`src/rtl/spi_master_if.sv`:
```
// rtl/spi_master_if.sv - host, memory and SPI pin bundle for spi_master
// Purpose: groups the transaction handshake, local memory port and SPI pins.
// Ports (master view):
//   in : start, op, cmd[COMMAND_SIZE], size, data_in, miso
//   out: address, data_out, wr, busy, done, sclk, mosi, cs_n
interface spi_master_if #(
  parameter int COMMAND_SIZE = 6,
  parameter int AW           = 6
);
  logic          start;
  logic          op;
  logic [7:0]    cmd [COMMAND_SIZE];
  logic [AW-1:0] size;
  logic [7:0]    data_in;
  logic [AW-1:0] address;
  logic [7:0]    data_out;
  logic          wr;
  logic          busy;
  logic          done;
  logic          sclk;
  logic          mosi;
  logic          miso;
  logic          cs_n;

  modport master (
    input  start, op, cmd, size, data_in, miso,
    output address, data_out, wr, busy, done, sclk, mosi, cs_n
  );

  modport slave (
    output start, op, cmd, size, data_in, miso,
    input  address, data_out, wr, busy, done, sclk, mosi, cs_n
  );
endinterface

```
`src/rtl/spi_master.sv`:
```
// rtl/spi_master.sv - byte-oriented SPI mode-0 master: command, gap, then TX or RX data
// Purpose: on start, asserts cs_n, shifts out COMMAND_SIZE command bytes MSB first,
//   idles GAP_BITS sclk periods, then streams size+1 bytes from memory (op=1) or
//   captures size+1 bytes from miso into memory (op=0). All outputs are registered.
// Ports: clk, rst (sync active-high), bus (spi_master_if.master):
//   start/op/cmd/size latched in IDLE; busy/done status; address/data_in/data_out/wr
//   memory port; sclk/mosi/miso/cs_n SPI pins.
module spi_master #(
  parameter int COMMAND_SIZE         = 6,
  parameter int MEMORY_SIZE_IN_BYTES = 64,
  parameter int CLK_DIV              = 4,
  parameter int GAP_BITS             = 8,
  localparam int AW                  = $clog2(MEMORY_SIZE_IN_BYTES)
) (
  input logic          clk,
  input logic          rst,
  spi_master_if.master bus
);
  localparam int AW1   = AW + 1;
  localparam int DW    = $clog2(CLK_DIV);
  localparam int GW    = (GAP_BITS > 1) ? $clog2(2 * GAP_BITS) : 1;
  localparam int CMD_W = 8 * COMMAND_SIZE;

  localparam logic [DW-1:0]  DIV_LAST = DW'(CLK_DIV - 1);
  localparam logic [GW-1:0]  GAP_LAST = GW'(2 * GAP_BITS - 1);
  localparam logic [AW1-1:0] CMD_LAST = AW1'(COMMAND_SIZE - 1);

  typedef enum logic [2:0] {IDLE, CMD, GAP, TX, RX} state_t;

  state_t         state;
  logic [DW-1:0]  div;
  logic [2:0]     bit_cnt;
  logic [AW1-1:0] byte_cnt;   // one bit wider so size = max never wraps
  logic [GW-1:0]  gap_cnt;    // counts gap half-periods
  logic [CMD_W-1:0] cmd_sr;   // cmd[0] in the top byte
  logic [7:0]     shreg;
  logic           op_q;
  logic [AW-1:0]  size_q;

  logic tick;
  logic last_byte;
  logic finish;

  assign tick      = (div == DIV_LAST);
  assign last_byte = (byte_cnt == {1'b0, size_q});
  // Final sclk fall of the last data byte ends the transaction.
  assign finish    = tick && bus.sclk && (bit_cnt == 3'd7) && last_byte &&
                     (state == TX || state == RX);

  always_ff @(posedge clk) begin
    if (rst) begin
      state        <= IDLE;
      div          <= '0;
      bit_cnt      <= '0;
      byte_cnt     <= '0;
      gap_cnt      <= '0;
      cmd_sr       <= '0;
      shreg        <= '0;
      op_q         <= 1'b0;
      size_q       <= '0;
      bus.sclk     <= 1'b0;
      bus.mosi     <= 1'b1;
      bus.cs_n     <= 1'b1;
      bus.busy     <= 1'b0;
      bus.done     <= 1'b0;
      bus.wr       <= 1'b0;
      bus.address  <= '0;
      bus.data_out <= '0;
    end else begin
      bus.done <= 1'b0;
      bus.wr   <= 1'b0;
      div      <= (state == IDLE || tick) ? '0 : div + 1'b1;

      case (state)
        IDLE: begin
          if (bus.start) begin
            for (int j = 0; j < COMMAND_SIZE; j++) begin
              cmd_sr[CMD_W-8-8*j +: 8] <= bus.cmd[j];
            end
            op_q        <= bus.op;
            size_q      <= bus.size;
            bus.cs_n    <= 1'b0;
            bus.busy    <= 1'b1;
            bus.mosi    <= bus.cmd[0][7];
            bus.address <= '0;
            bit_cnt     <= '0;
            byte_cnt    <= '0;
            state       <= CMD;
          end
        end

        CMD: begin
          if (tick) begin
            bus.sclk <= ~bus.sclk;
            if (bus.sclk) begin
              if (bit_cnt == 3'd7 && byte_cnt == CMD_LAST) begin
                state    <= GAP;
                bus.mosi <= 1'b1;
                bit_cnt  <= '0;
                byte_cnt <= '0;
                gap_cnt  <= '0;
              end else begin
                cmd_sr   <= cmd_sr << 1;
                bus.mosi <= cmd_sr[CMD_W-2];
                bit_cnt  <= bit_cnt + 3'd1;
                if (bit_cnt == 3'd7) byte_cnt <= byte_cnt + 1'b1;
              end
            end
          end
        end

        GAP: begin
          if (tick) begin
            if (gap_cnt == GAP_LAST) begin
              bit_cnt  <= '0;
              byte_cnt <= '0;
              if (op_q) begin
                // address is still 0 here, so data_in already holds byte 0
                state    <= TX;
                shreg    <= bus.data_in;
                bus.mosi <= bus.data_in[7];
              end else begin
                state <= RX;
              end
            end else begin
              gap_cnt <= gap_cnt + 1'b1;
            end
          end
        end

        TX: begin
          if (tick) begin
            bus.sclk <= ~bus.sclk;
            if (!bus.sclk) begin
              // Prefetch the next byte early; it is consumed at this byte's last fall.
              if (bit_cnt == 3'd0) begin
                bus.address <= last_byte ? size_q : AW'(byte_cnt + 1'b1);
              end
            end else if (bit_cnt != 3'd7) begin
              bit_cnt  <= bit_cnt + 3'd1;
              shreg    <= {shreg[6:0], 1'b0};
              bus.mosi <= shreg[6];
            end else if (!last_byte) begin
              bit_cnt  <= '0;
              byte_cnt <= byte_cnt + 1'b1;
              shreg    <= bus.data_in;
              bus.mosi <= bus.data_in[7];
            end
          end
        end

        RX: begin
          if (tick) begin
            bus.sclk <= ~bus.sclk;
            if (!bus.sclk) begin
              shreg <= {shreg[6:0], bus.miso};
              if (bit_cnt == 3'd7) begin
                bus.data_out <= {shreg[6:0], bus.miso};
                bus.address  <= byte_cnt[AW-1:0];
                bus.wr       <= 1'b1;
              end
            end else begin
              bit_cnt <= bit_cnt + 3'd1;
              if (bit_cnt == 3'd7 && !last_byte) byte_cnt <= byte_cnt + 1'b1;
            end
          end
        end

        default: state <= IDLE;
      endcase

      if (finish) begin
        state    <= IDLE;
        bus.cs_n <= 1'b1;
        bus.busy <= 1'b0;
        bus.done <= 1'b1;
        bus.sclk <= 1'b0;
        bus.mosi <= 1'b1;
        bit_cnt  <= '0;
        byte_cnt <= '0;
      end
    end
  end
endmodule
```
`src/flat_wrapper.sv`:
```
// flat-port wrapper written by rule: the top's interface ports become plain ports
module spi_master_flat 
#(
  parameter int COMMAND_SIZE         = 6,
  parameter int MEMORY_SIZE_IN_BYTES = 64,
  parameter int CLK_DIV              = 4,
  parameter int GAP_BITS             = 8,
  localparam int AW                  = $clog2(MEMORY_SIZE_IN_BYTES)
)
  (clk, rst, bus_start, bus_op, bus_cmd, bus_size, bus_data_in, bus_miso, bus_address, bus_data_out, bus_wr, bus_busy, bus_done, bus_sclk, bus_mosi, bus_cs_n);
  spi_master_if #(.COMMAND_SIZE(COMMAND_SIZE)) bus_i ();
  input logic clk;
  input logic rst;
  input wire logic [$bits(bus_i.start)-1:0] bus_start;
  input wire logic [$bits(bus_i.op)-1:0] bus_op;
  input wire logic [$bits(bus_i.cmd)-1:0] bus_cmd;
  input wire logic [$bits(bus_i.size)-1:0] bus_size;
  input wire logic [$bits(bus_i.data_in)-1:0] bus_data_in;
  input wire logic [$bits(bus_i.miso)-1:0] bus_miso;
  output wire logic [$bits(bus_i.address)-1:0] bus_address;
  output wire logic [$bits(bus_i.data_out)-1:0] bus_data_out;
  output wire logic [$bits(bus_i.wr)-1:0] bus_wr;
  output wire logic [$bits(bus_i.busy)-1:0] bus_busy;
  output wire logic [$bits(bus_i.done)-1:0] bus_done;
  output wire logic [$bits(bus_i.sclk)-1:0] bus_sclk;
  output wire logic [$bits(bus_i.mosi)-1:0] bus_mosi;
  output wire logic [$bits(bus_i.cs_n)-1:0] bus_cs_n;
  assign bus_i.start = bus_start;
  assign bus_i.op = bus_op;
  assign bus_i.cmd = {>>{bus_cmd}};
  assign bus_i.size = bus_size;
  assign bus_i.data_in = bus_data_in;
  assign bus_i.miso = bus_miso;
  assign bus_address = bus_i.address;
  assign bus_data_out = bus_i.data_out;
  assign bus_wr = bus_i.wr;
  assign bus_busy = bus_i.busy;
  assign bus_done = bus_i.done;
  assign bus_sclk = bus_i.sclk;
  assign bus_mosi = bus_i.mosi;
  assign bus_cs_n = bus_i.cs_n;
  spi_master #(.COMMAND_SIZE(COMMAND_SIZE), .MEMORY_SIZE_IN_BYTES(MEMORY_SIZE_IN_BYTES), .CLK_DIV(CLK_DIV), .GAP_BITS(GAP_BITS)) u_core (.clk(clk), .rst(rst), .bus(bus_i));
endmodule
```
`config.mk`:
```
export PLATFORM = sky130hd
export DESIGN_NAME = spi_master_flat
export DESIGN_NICKNAME = d
export VERILOG_FILES = /design/src/rtl/spi_master_if.sv /design/src/rtl/spi_master.sv /design/src/flat_wrapper.sv
export SDC_FILE = /design/constraint.sdc
export NUM_CORES = 1
export LEC_CHECK = 0
export BUFFER_PORTS_ARGS = -buffer_cell sky130_fd_sc_hd__buf_2
export CORE_MARGIN = 1
export CORE_UTILIZATION = 35
export CTS_BUF_LIST = sky130_fd_sc_hd__clkbuf_4 sky130_fd_sc_hd__clkbuf_8
export CTS_CLUSTER_DIAMETER = 50
export DETAILED_ROUTE_END_ITERATION = 10
export MAX_ROUTING_LAYER = met4
export PLACE_DENSITY_LB_ADDON = 0.25
export SLEW_MARGIN = 20
export SYNTH_ARGS = -nofsm -noshare
export SYNTH_HDL_FRONTEND = slang
export SYNTH_SLANG_ARGS = --single-unit
```
`constraint.sdc`:
```
create_clock -name clk -period 2.4 [get_ports clk]
set_clock_uncertainty 0.15 [all_clocks]
set_input_delay 0.24 -clock clk [delete_from_list [all_inputs] [get_ports clk]]
set_output_delay 0.24 -clock clk [all_outputs]
set_load 0.03 [all_outputs]
```
==> results of run 1 <==
[layout by cell type, fill, tap and decap left out, types with 6 or more instances in the layout]
| cell | synthesis | routed |
|---|---|---|
| a21oi_1 | 37 | 36 |
| inv_1 | 9 | 9 |
| nand3_1 | 12 | 12 |
| a311oi_1 | 53 | 53 |
| nor2_1 | 72 | 72 |
| dlygate4sd3_1 | 0 | 55 |
| xor2_1 | 9 | 9 |
| buf_2 | 13 | 86 |
| mux2i_1 | 17 | 17 |
| o21ai_0 | 15 | 15 |
| nand2b_1 | 7 | 7 |
| buf_4 | 1 | 41 |
| ha_1 | 7 | 6 |
| clkbuf_8 | 0 | 9 |
| nand2_1 | 134 | 134 |
| dfxtp_1 | 100 | 99 |
[cell type report]
class | instances | area [µm²] | share of cell area
flip-flops and latches | 100 | 2003 | 0.3068
clock inverters | 6 | 48.80 | 0.007474
well taps | 180 | 225.2 | 0.03450
inverters | 9 | 33.78 | 0.005174
repair buffers | 184 | 1341 | 0.2054
multi-input cells | 456 | 2753 | 0.4216
clock buffers | 9 | 123.9 | 0.01897
[sequential cells by signal, indices dropped and copies added, names as in the netlist, 2 cells and up]
signal               count
u_core.byte_cnt          7
u_core.cmd_sr           47
u_core.bus.address       6
u_core.bit_cnt           3
u_core.bus.data_out      8
u_core.div               2
u_core.state             3
u_core.size_q            6
u_core.shreg             7
u_core.gap_cnt           4
[metrics by stage]
step                utilization  std cells  TNS (ps)  power, mW  cell area (µm²)
finish                   0.4722        944         0      5.585             6529
global route             0.4722        944    -20.14      5.979             6529
CTS                      0.4686        943         0      5.599             6480
detailed placement       0.4137        872    -11.61      4.442             5720
global placement         0.4137        872         0      4.376             5720
floorplan                     -        617         0      3.767             4945
[where the power goes]
group / switching, mW / internal (mW) / leakage, nW
sequential: 0.193 / 2.00 / 0.821
combinational: 1.44 / 0.942 / 1.78
clock: 0.632 / 0.380 / 0.0783
[worst max path at each step]
stage | cells after the start | endpoint | startpoint
6_report | 6 | u_core.gap_cnt[3] | u_core.byte_cnt[4]
5_1_grt | 6 | u_core.gap_cnt[3] | u_core.byte_cnt[4]
4_1_cts | 7 | u_core.cmd_sr[36] | u_core.bit_cnt[1]
3_5_place_dp | 8 | u_core.cmd_sr[32] | u_core.bit_cnt[0]
3_3_place_gp | 5 | u_core.byte_cnt[1] | u_core.size_q[1]
2_1_floorplan | 10 | u_core.cmd_sr[30] | u_core.bit_cnt[0]
[cells by family (layout without fill, tap and decap cells)]
group,Yosys count,after routing,share of synthesized area
adders and majority gates,7,7,0.01772
muxes,19,19,0.03898
AOI/OAI and AO/OA,149,149,0.2243
DFF,100,100,0.4050
and+or+nand+nor,271,271,0.2458
xor gates and xnor gates,10,10,0.01772
buffers and inverters,61,208,0.05062
[worst reg2reg max path, stage by stage (launching register included)]
cell and delay, ps:
dfxtp_1 350, buf_4 150, or3b_2 530, o21ai_4 250, o221ai_2 210, or4_1 500
a21oi_1 150
[routing by layer]
metal | wire length [µm] | track usage
met5 | 0 | -
met1 | 6444 | 0.2602
met4 | 378 | 0.09182
met2 | 6911 | 0.3304
met3 | 590 | 0.03208
[what timing repair did]
| item | 4_1_cts | 5_1_grt |
|---|---|---|
| gates cloned | 1 | 0 |
| hold buffers | 55 | 0 |
| pin swaps | 0 | 2 |
| resized for setup | 1 | 7 |
| setup endpoints to repair | 10 | 54 |
| setup buffers | 0 | 1 |
| endpoints found under the hold margin | 55 | 0 |
==> run metrics, run 1 <==
synthesis-to-layout area growth 32.07%; share of Yosys cell area claimed by the top area cell type 0.4050; DRT iter0 DRCs roughly 340; R2R cell count 6; WL/cell 15.17 µm; Overflow after GRT 0; DIE WIDTH between 100 and 150 µm; YS warnings 0; CTS tree done; Synth Flop Type dfxtp_1; CP Capture Type register; Routed Antenna Nets 0; Worst R2R End u_core.gap_cnt[3]; Crit Path Class reg -> reg; Synth area leaders dfxtp_1 40%, nand2_1 10%, a311oi_1 9.4%; CP max FO 8; DR DRC count 0; num ports 87; Max-cap violations 0; Total Nets Final 834; Clock Root Buffer clkbuf_8; syn nets between 600 and 700; clock tree buffer depth 2; Hold Worst Slack 65.26 ps; Post-Syn Instances 617; ANT cells 0; P_leak 2.684 nW; Netlist cell types 65; number of global-route vias before repair roughly 4800; Clk Latency, worst-skew pair 380 ps; top cells by count, synth 134 x nand2_1, 100 x dfxtp_1, 72 x nor2_1; WP data arrival ~2500 ps; First-pass DRT Iterations 4; all-layer global routing usage 0.2077; asr flop ratio synth 0; Synth Register Bits 100; CP delay by family, top simple AND/OR/NAND/NOR gates; VDD IR max roughly 0.00038 V; first-pass GRT wire length 23580 µm; Worst R2R Setup Slack 50 ps; core area 13830 µm²; worst r2r src u_core.byte_cnt[4]; critical path's largest stage delay 530 ps; Power Density between 800 and 900 nW/µm²; DIE AREA 14600 µm²; post-placement setup slack -5.794 ps; layout cell share with drive strength beyond 1 0.2173; FP Rows 43; crit path launch type register; CP bufs+invs 1; hold path depth 3; Worst Hold Class in -> reg; largest net degree at the start of global routing 79; Final WS setup 51.95 ps; hold_sp bus_data_in[6]; Post-Syn Area 4943 µm²; routed vias 5125; synthesized area per cell 8.012 µm²; die span in y roughly 120 µm; Post-DP HPWL 9291 µm; vias per inst 5.429; H-tree level count 3; # clock sinks 100; WP data required between 2000 and 3000 ps; Final Max Slew Viols 0; status finished clean; number of synthesized flops with an enable pin 0; Hold EP u_core.shreg[6]; routed wire length around 14000 µm; buffers added on ports 86; Least-Margin Pin Slew 846.5 ps; final hold vios 0; Synth area leader dfxtp_1; fmax 425.9 MHz; Finish-stage setup viols 0; initial antenna violation count 0; most frequent cell after synthesis nand2_1; Worst slew margin 0.4357; post-synthesis sequential area ratio 0.4050; critical path's slowest cell or3b_2; period utilisation layout 0.9784; RePlAce Congestion 0.9231; worst-path cell chain buf_4 > or3b_2 > o21ai_4 > o221ai_2 > or4_1 > a21oi_1; Num CTS Buffers 9; RSZ-0062 raised after global routing true; Worst-path clk slew 100 ps; fillers 1338; starting density of the core 0.3575; Period minus WS final between 2000 and 2500 ps
Power figures use the tool's default switching activity.
==> inputs of run 2 (changes only) <==
- RECOVER_POWER: default -> 100
==> run 2 against run 1 <==
Compared with the run above: via count about the same; non-clock buffer count unchanged; final area decreased by 0.77%; critical path depth unchanged; largest power group unchanged.
==> run metrics, run 2 (synthesized netlist as in run 1, its figures left out) <==
die span in y 120.8 µm (unchanged); Worst Hold Class in -> reg (unchanged); Tot Pwr 5.561 mW (was 5.585 mW); CP delay by family, top simple AND/OR/NAND/NOR gates (unchanged); ANT cells 0 (unchanged); status finished clean (unchanged); Worst-path clk slew 100 ps (about the same); worst r2r src u_core.byte_cnt[4] (unchanged); setup tns final 0 ps (unchanged); most frequent cells in the layout 134 x nand2_1, 99 x dfxtp_1, 72 x nor2_1 (was 134 x nand2_1, 99 x dfxtp_1, 86 x buf_2); DR DRC count 0 (unchanged); Worst R2R End u_core.gap_cnt[3] (unchanged); DIE WIDTH 120.8 µm (unchanged); FP Rows 43 (unchanged); H-tree level count 3 (unchanged); critical path's slowest cell or3b_2 (unchanged); RePlAce Congestion 0.9231 (unchanged); Worst R2R Setup Slack 70 ps (was 50 ps); CP startpoint u_core.byte_cnt[4] (unchanged); Post-DP HPWL 9291 µm (unchanged); vias per inst 5.433 (was 5.429); initial antenna violation count 0 (unchanged); Worst slew margin 0.4381 (was 0.4357); critical path's largest stage delay 530 ps (about the same); post-placement setup slack -5.794 ps (unchanged); Clock Root Buffer clkbuf_8 (unchanged); CP max FO 8 (unchanged); Final WS setup 65.18 ps (was 51.95 ps); CP Capture Type register (unchanged); final hold vios 0 (unchanged); routed vias 5129 (was 5125); Crit Path Class reg -> reg (unchanged); starting density of the core 0.3575 (unchanged); fillers 1360 (was 1338); worst-path cell chain buf_4 > or3b_2 > o21ai_4 > o221ai_2 > or4_1 > a21oi_1 (unchanged); routed wire length 14350 µm (was 14330 µm); Power Density 858.3 nW/µm² (was 855.5 nW/µm²); CTS tree done (unchanged); Overflow after GRT 0 (unchanged); Routed Antenna Nets 0 (unchanged); largest net degree at the start of global routing 79 (unchanged); R2R cell count 6 (unchanged); DRT iter0 DRCs 342 (was 336); number of global-route vias before repair 4827 (unchanged); Hold Worst Slack 67.89 ps (was 65.26 ps); CP bufs+invs 1 (unchanged); Hold EP u_core.shreg[6] (unchanged); Design Area, Final 6479 µm² (was 6529 µm²); hold path depth 3 (unchanged); RSZ-0062 raised after global routing true (unchanged); period utilisation layout 0.9728 (was 0.9784); First-pass DRT Iterations 5 (was 4); Top Registers u_core.cmd_sr: 47 flops, u_core.bus.data_out: 8 flops (unchanged); Largest register FFs 47 (unchanged); clock tree buffer depth 2 (unchanged); Period minus WS final 2335 ps (was 2348 ps); core area 13830 µm² (unchanged); WP data required 2560 ps (was 2550 ps); Final Max Slew Viols 0 (unchanged); P_leak 2.584 nW (was 2.684 nW); Placed Area 5720 µm² (unchanged); crit path launch type register (unchanged); hold_sp bus_data_in[6] (unchanged); DIE AREA 14600 µm² (unchanged); Least-Margin Pin Slew 842.9 ps (was 846.5 ps); # clock sinks 100 (unchanged); Clk Latency, worst-skew pair 390 ps (was 380 ps); num ports 87 (unchanged); Finish-stage setup viols 0 (unchanged); first-pass GRT wire length 23580 µm (unchanged); layout cell share with drive strength beyond 1 0.1872 (was 0.2173); VDD IR max 0.0003821 V (was 0.0003819 V); buffers added on ports 86 (unchanged); Total Nets Final 834 (unchanged); synthesis-to-layout area growth 31.06% (was 32.07%); fmax 428.3 MHz (was 425.9 MHz); most flop-heavy register u_core.cmd_sr (unchanged); Num CTS Buffers 9 (unchanged); commonest non-fill, non-tap cell in the layout nand2_1 (unchanged); Max-cap violations 0 (unchanged); all-layer global routing usage 0.2077 (unchanged); WL/cell 15.20 µm (was 15.17 µm); WP data arrival 2490 ps (was 2500 ps)
run 2: stage by stage:
| stage | instances | utilization |
|---|---|---|
| after floorplan | 617 | - |
| after global placement | 872 | 0.4137 |
| after detailed placement | 872 | 0.4137 |
| after CTS | 943 | 0.4686 |
| after global routing | 944 | 0.4686 |
| final | 944 | 0.4686 |
run 2: timing repair:
item                                    in CTS  in global routing
resized for setup                            1                  7
pin swaps                                    0                  2
hold buffers                                55                  0
endpoints found under the hold margin       55                  0
endpoints found under the setup margin      10                 54
setup buffers                                0                  1
gates cloned                                 1                  0
run 2: metal layers:
| layer | track usage | routed length [µm] |
|---|---|---|
| met1 | 0.2602 | 6418 |
| met2 | 0.3304 | 6908 |
| met3 | 0.03208 | 626 |
| met4 | 0.09182 | 391 |
| met5 | - | 0 |
run 2: cell type report:
type	instances	area, µm²	area share
clock buffer	9	123.9	0.01912
sequential	100	2003	0.3092
clock inverter	6	48.80	0.007532
multi-input combinational	456	2734	0.4220
inverter	9	33.78	0.005214
tap	180	225.2	0.03476
timing repair buffer	184	1310	0.2022
run 2: report_power, final:
group | total, mW | leakage, nW | internal [mW] | switching [mW]
logic | 2.35 | 1.69 | 0.922 | 1.43
registers | 2.19 | 0.821 | 2.00 | 0.195
clock network | 1.01 | 0.0783 | 0.380 | 0.634
total | 5.56 | 2.58 | 3.30 | 2.26
run 2: worst reg2reg max path: stages, from the launching register on:
cell      delay, ps
dfxtp_1         350
buf_4           150
or3b_2          530
o21ai_4         240
o221ai_2        200
or4_1           490
a21oi_1         150
run 2: worst max-delay path by stage:
stage / slack [ps] / depth (start not counted) / end
floorplan: 110 / 10 / u_core.cmd_sr[30]
global placement: 70 / 5 / u_core.byte_cnt[1]
detailed placement: -6 / 8 / u_core.cmd_sr[32]
CTS: 10 / 7 / u_core.cmd_sr[36]
global route: -20 / 6 / u_core.gap_cnt[3]
finish: 70 / 6 / u_core.gap_cnt[3]
